$ cat src/rtl/kronos_counter_bank.sv
// ---------------------------------------------------------------------------
// kronos_counter_bank : bank of staggered-carry segmented counters for CSRs
// Revision 1.0 - initial release
// ---------------------------------------------------------------------------
`default_nettype none

module kronos_counter_bank #(
  parameter int EN_COUNTERS = 1,
  parameter int WIDTH       = 64,
  parameter int SEG_W       = 32,
  parameter int NCNT        = 1,
  parameter int CW          = (NCNT > 1) ? $clog2(NCNT) : 1,
  parameter int SW          = ((WIDTH / SEG_W) > 1) ? $clog2(WIDTH / SEG_W) : 1
) (
  input  logic                  clk,
  input  logic                  rst,
  input  logic [NCNT-1:0]       incr,
  input  logic [NCNT-1:0]       inhibit,
  input  logic                  load_en,
  input  logic [CW-1:0]         load_cnt,
  input  logic [SW-1:0]         load_seg,
  input  logic [SEG_W-1:0]      load_data,
  output logic [NCNT*WIDTH-1:0] count,
  output logic [NCNT-1:0]       count_vld,
  output logic [NCNT-1:0]       ovf
);

  localparam int NSEG = WIDTH / SEG_W;
  // Bit NSEG-1 of the carry register is the carry out of the top segment,
  // i.e. the overflow pulse; it never counts as a carry in flight.
  localparam logic [NSEG-1:0] VLD_MASK = {NSEG{1'b1}} >> 1;

  if ((SEG_W < 1) || (SEG_W > WIDTH) || ((WIDTH % SEG_W) != 0) || (NCNT < 1)) begin : g_param_err
    $error("kronos_counter_bank: WIDTH must be a multiple of SEG_W, SEG_W in 1..WIDTH, NCNT >= 1");
  end

  if (EN_COUNTERS != 0) begin : g_on
    logic        seg_ok;
    logic [31:0] load_seg_ext;

    assign load_seg_ext = 32'(load_seg);
    assign seg_ok       = (load_seg_ext < 32'(NSEG));

    for (genvar c = 0; c < NCNT; c++) begin : g_ch
      logic [NSEG-1:0][SEG_W-1:0] seg_q, seg_d;
      logic [NSEG-1:0]            cy_q, cy_d;
      logic [NSEG-1:0]            cin;
      logic                       hit;

      always_comb begin
        hit   = load_en && (load_cnt == CW'(c)) && seg_ok;
        seg_d = seg_q;
        cy_d  = '0;
        cin   = (cy_q << 1) | NSEG'(incr[c] & ~inhibit[c]);
        if (hit) begin
          for (int k = 0; k < NSEG; k++) begin
            if (load_seg == SW'(k)) begin
              seg_d[k] = load_data;
            end
          end
        end else begin
          for (int k = 0; k < NSEG; k++) begin
            if (cin[k]) begin
              seg_d[k] = seg_q[k] + SEG_W'(1);
              cy_d[k]  = &seg_q[k];
            end
          end
        end
      end

      always_ff @(posedge clk) begin
        if (rst) begin
          seg_q <= '0;
          cy_q  <= '0;
        end else begin
          seg_q <= seg_d;
          cy_q  <= cy_d;
        end
      end

      assign count[c*WIDTH +: WIDTH] = seg_q;
      assign count_vld[c]            = ~|(cy_q & VLD_MASK);
      assign ovf[c]                  = cy_q[NSEG-1];
    end
  end else begin : g_off
    logic unused_inputs;
    assign unused_inputs = ^{clk, rst, incr, inhibit, load_en, load_cnt, load_seg, load_data};
    assign count     = '0;
    assign count_vld = '1;
    assign ovf       = '0;
  end

endmodule

`default_nettype wire

$ cat config.mk
export PLATFORM = sky130hd
export DESIGN_NAME = kronos_counter_bank
export DESIGN_NICKNAME = d
export VERILOG_FILES = /design/src/rtl/kronos_counter_bank.sv
export SDC_FILE = /design/constraint.sdc
export NUM_CORES = 1
export LEC_CHECK = 0
export CORE_UTILIZATION = 45
export DETAILED_ROUTE_END_ITERATION = 8
export GPL_ROUTABILITY_DRIVEN = 1
export GPL_TIMING_DRIVEN = 0
export PLACE_DENSITY = 0.74
export SETUP_SLACK_MARGIN = 0.1
export SLEW_MARGIN = 20
export SYNTH_ARGS = -nofsm -noshare
export SYNTH_HDL_FRONTEND = slang
export SYNTH_SLANG_ARGS = --single-unit
$ cat constraint.sdc
create_clock -name clk -period 5.1 [get_ports clk]
set_input_delay 0.51 -clock clk [delete_from_list [all_inputs] [get_ports clk]]
set_output_delay 0.51 -clock clk [all_outputs]
set_load 0.02 [all_outputs]
# After elaboration in Yosys (flattened, before gate mapping)
# Index checks and enable logic that the tools add are counted.
dict set report word_totals {
  out_inout_bits 66
  regBits 66
}
dict set report op_classes {
  n_mux 5
  bitwise 6
  n_eq_ne 2
  n_reduce_logical 11
  n_addsub 2
  n_lt_le_gt_ge 1
}
# operator count
set ops {}
lappend ops {{$mux 32} 4}
lappend ops {{$add 32x1->32 const B} 2}
lappend ops {{$mux 64} 1}
lappend ops {{$reduce_and 32->1} 2}
lappend ops {{$reduce_or 3->1} 2}
lappend ops {{$ne 2x2->1 const B} 2}
lappend ops {{$reduce_and 2->1} 2}
lappend ops {{$reduce_bool 2->1} 2}
lappend ops {{$not 1->1} 3}
lappend ops {{$and 1x2->2} 1}
lappend ops {{$logic_and 1x1->1} 2}
lappend ops {{$lt 1x2->1 const B} 1}
lappend ops {{$not 1->2} 1}
lappend ops {{$or 2x2->2} 1}
lappend ops {{$logic_not 1->1} 1}

# Depth between registers and ports, before layout
dict set report depth {
  ltp_word 5
  depth_mapped 8
  depth_no_buf 6
}

# Least setup slack after synthesis
# Ideal clock, no wire load.
dict set report synth_timing {
  path_type {input-to-reg}
  startpoint {input load_seg}
  endpoint {register g_on.g_ch[0].seg_q, in the netlist count[63]}
  setup_ns 0.070
  path_buffers 2
  arrival_time_ns 2.008
  cell_stages 7
  setup_slack_ns 3.021
  path_cell_list {buf_2 -> or3b_1 -> buf_2 -> a21boi_1 -> mux2_2 -> mux2_2 -> a21oi_1}
}
dict set report synth_via {
  elab_chain_len 4
  elab_cells_between_ends 6
}
# element line_no
set synth_lines {}
lappend synth_lines {{start, declared} 21} ;# input logic [SW-1:0] load_seg,
lappend synth_lines {{$lt 1x2->1} 42} ;# assign seg_ok = (load_seg_ext < 32'(NSEG));
lappend synth_lines {{$logic_and 1x1->1} 51} ;# hit = load_en && (load_cnt == CW'(c)) && seg_ok;
lappend synth_lines {{$ne 2x2->1 (no source line) / $reduce_bool 2->1 (equally long branches)} -}
lappend synth_lines {{$reduce_and 2->1 (no source line)} -}
lappend synth_lines {{end signal, assigned} 76} ;# seg_q <= seg_d;
lappend synth_lines {{end, declared} 45} ;# logic [NSEG-1:0][SEG_W-1:0] seg_q, seg_d;
# Several ways; a longest one is shown, not always the timed one.
# A chain may end at the register's enable or synchronous reset.

# Worst setup path in the final report
dict set report layout_timing {
  startpoint {input load_en}
  endpoint {register g_on.g_ch[0].seg_q, in the netlist count[7]}
}
dict set report layout_via {
  elab_chain_len 4
  elab_cells_between_ends 6
}
# element line_no
set layout_lines {}
lappend layout_lines {{start, declared} 19} ;# input logic load_en,
lappend layout_lines {{$logic_and 1x1->1 (*) (2 in a row)} 51}
lappend layout_lines {{$ne 2x2->1 (no source line) / $reduce_bool 2->1 (equally long branches)} -}
lappend layout_lines {{$reduce_and 2->1 (no source line)} -}
# Every way passes the cells marked *; elsewhere a longest branch is shown, timed or not.

==> flow_summary.yaml <==
clock_tree:
  clk_path_buf_depth: 2
  htreeDepth: 3
  clk_root_buffer_cell: "clkbuf_8"
  postCtsSetupRepairBufs: 0
  cts-buffers-inserted: 9
  cts_tree: "built"
  clk_pin_slew_ns: 0.09
  cts_hold_buf: 0
  cts.sinks: 66
  clk_latency_ns: 0.36
  cts_resized: 0
pwr:
  power_density_nw_per_um2: 230
  pwr-share-seq: 0.455
  leakage_nw: 1.82
  intPower_uw: 855
  p_sw_frac: 0.331
  power_frac_clock: 0.335
  irDropWorstVdd_mv: 0.106
  combPwrFrac: 0.210
  p_sw_uw: 422
synthesis:
  synth_cells: 558
  synth_warnings: 0
  synth_mux_area_frac: 0.0397
  yosys.area_share.simple: 0.338
  synth-seq-cells: 66
  synth_top_family_by_area: "simple AND/OR/NAND/NOR gates"
  synth-edff-count: 0
  synth_fp_nets: 599
  synth_cell_types: 66
  synth_xor_area_frac: 0
  synth_area_per_cell_um2: 7.52
  netlist_area_um2: 4200
  synth-compound-area-share: 0.259
  synthArstFlopShare: 0
  ys_seq_area_frac: 0.315
  synth_top_flop_cell: "dfxtp_1"
  synthAdderAreaFrac: 0.00596
die:
  die_h_um: 98.6
  dieWidth_um: 98.6
  core_area_um2: 8890
  dieArea_um2: 9720
  ios: 105
  start_util: 0.472
  rows: 34
routing:
  drt_wl_total_um: 17800
  drtIter0Drc: 561
  via_per_inst: 6.76
  ant_nets: 0
  drtPass1Iterations: 7
  vias: 5303
  avgRoutedWirePerCell_um: 22.7
  drcViolationCount: 0
worst_setup_path:
  cp_max_fo: 10
  cp-start-kind: "input port"
  cp.required_ns: 5.38
  reg2reg_slack_ns: 2.65
  worstSetupEndpoint: "count[7]$_SDFFE_PP0P_"
  critical_path.startpoint: "load_en"
  arrival_ns: 3.17
  reg2regPathDepth: 5
  reg2reg_to: "count[49]$_SDFFE_PP0P_"
  end_kind: "register"
  r2r_start: "g_on.g_ch[0].cy_q[0]$_SDFF_PP0_"
  critical_path_class: "in2reg"
layout:
  finalNonFillerCells: 785
  mostFrequentLayoutCells: "clkdlybuf4s50_1 (103), dfxtp_1 (66), a21oi_1 (57), nand2_1 (53), nor2_1 (47)"
  final_layout_size_suffix_gt1_frac: 0.0694
  post-route-util: 0.624
  area_delta_synth_final_pct: 32.1
  mostFrequentLayoutCell: "clkdlybuf4s50_1"
  antenna_cells: 0
  fin_nets: 713
sta:
  worstMarginPinSlew_ns: 0.858
  rsz0062_at_grt: "no"
  setup_tns_ns: 0
  fin_hold_ws_ns: 0.497
  period_needed_ns: 2.89
  maxSlewViolCount: 0
  fmax_mhz: 346
  finClkSkew_ns: 0.0166
  finalSetupViolCount: 0
  max_slew_margin: 0.426
  hold_viol: 0
  fin_crit_sh: 0.566
place:
  port_buffers: 103
  gp_congestion: 0.991
  place_hpwl_um: 12700
  dp_cells: 769
grt:
  grt_max_degree: 12
  grt_pass1_wl_um: 27200
  groute.usage.overall: 0.365
  overflow: 0
  antenna_found_initial: 0
  grt_pass1_vias: 4969
worst_hold_path:
  holdCritPathClass: "reg2reg"
  worstHoldPathCells: 2
outcome:
  status: "complete, no violations"
flow_run:
  max-cap-violations: 0
## sequential cells by signal, indices dropped and copies added (netlist names)
register / cells
count: 64
g_on.g_ch.cy_q: 2
## through the flow
step | cell area (µm²) | power [mW] | worst slack, ns
2_1_floorplan | 4200 | 0.713 | 3.02
3_3_place_gp | 5360 | 0.849 | 1.94
3_5_place_dp | 5360 | 0.851 | 1.99
4_1_cts | 5540 | 1.27 | 2.35
5_1_grt | 5540 | 1.32 | 2.09
6_report | 5540 | 1.28 | 2.21
## metal layers
layer	track usage	up-vias	part of all wire
met5	0	-	0
li1	-	2368	-
met4	0.157	0	0.035
met2	0.568	424	0.44
met1	0.496	2450	0.41
met3	0.0652	61	0.12
## cell families (layout without fill, tap and decap cells)
logic type | after synthesis | in the layout
mux | 16 | 16
buf+inv | 45 | 164
compound gates | 173 | 173
simple gates | 256 | 256
flops | 66 | 66
fa+ha+maj | 2 | 2
## layout make-up
cell class	instances	area [µm²]
Timing Repair Buffer	103	1030
Buffer	37	146
Clock inverter	4	26.3
Sequential cell	66	1320
Clock buffer	12	155
Fill cell	814	3350
Inverter	8	30.0
Tap cell	108	135
Multi-Input combinational cell	447	2700
## cells in the mapped netlist (7+ instances only)
library cell / instances / share of area
mux2i_1: 11 / 0.026
o21ai_0: 31 / 0.037
a31oi_1: 11 / 0.016
nor2_1: 47 / 0.042
nand3_1: 42 / 0.050
and3_1: 17 / 0.025
o22ai_1: 8 / 0.012
nand2_1: 53 / 0.047
clkbuf_1: 29 / 0.026
nor3_1: 19 / 0.023
dfxtp_1: 66 / 0.31
a21oi_1: 57 / 0.068
a211oi_1: 11 / 0.020
nor4_1: 10 / 0.015
nand4_1: 14 / 0.021
inv_1: 7 / 0.0063
and2_1: 7 / 0.010
## power groups by stage
stage	combinational (mW)	clock, mW	sequential (mW)
final	0.268	0.428	0.582
after global routing	0.282	0.453	0.585
after CTS	0.262	0.427	0.579
after detailed placement	0.260	0	0.591
after global placement	0.259	0	0.589
after floorplan	0.101	0	0.611
## worst min-delay path by stage
stage                                               start                              end  slack (ns)
final                              count[63]$_SDFFE_PP0P_  g_on.g_ch[0].cy_q[1]$_SDFF_PP0_        0.50
after global routing               count[63]$_SDFFE_PP0P_  g_on.g_ch[0].cy_q[1]$_SDFF_PP0_        0.52
after CTS                          count[63]$_SDFFE_PP0P_  g_on.g_ch[0].cy_q[1]$_SDFF_PP0_        0.49
after detailed placement           count[63]$_SDFFE_PP0P_  g_on.g_ch[0].cy_q[1]$_SDFF_PP0_        0.48
after global placement             count[63]$_SDFFE_PP0P_  g_on.g_ch[0].cy_q[1]$_SDFF_PP0_        0.47
after floorplan           g_on.g_ch[0].cy_q[0]$_SDFF_PP0_  g_on.g_ch[0].cy_q[1]$_SDFF_PP0_        0.49
## worst max-delay path: stages
cell	delay, ns
clkdlybuf4s50_1	0.49
nor2b_1	0.17
buf_2	0.32
clkbuf_1	0.49
clkbuf_1	0.53
nand2_1	0.27
a21oi_1	0.19
nor2_1	0.06
nor3_1	0.14
Note: power is estimated with default switching activity, not from simulation.
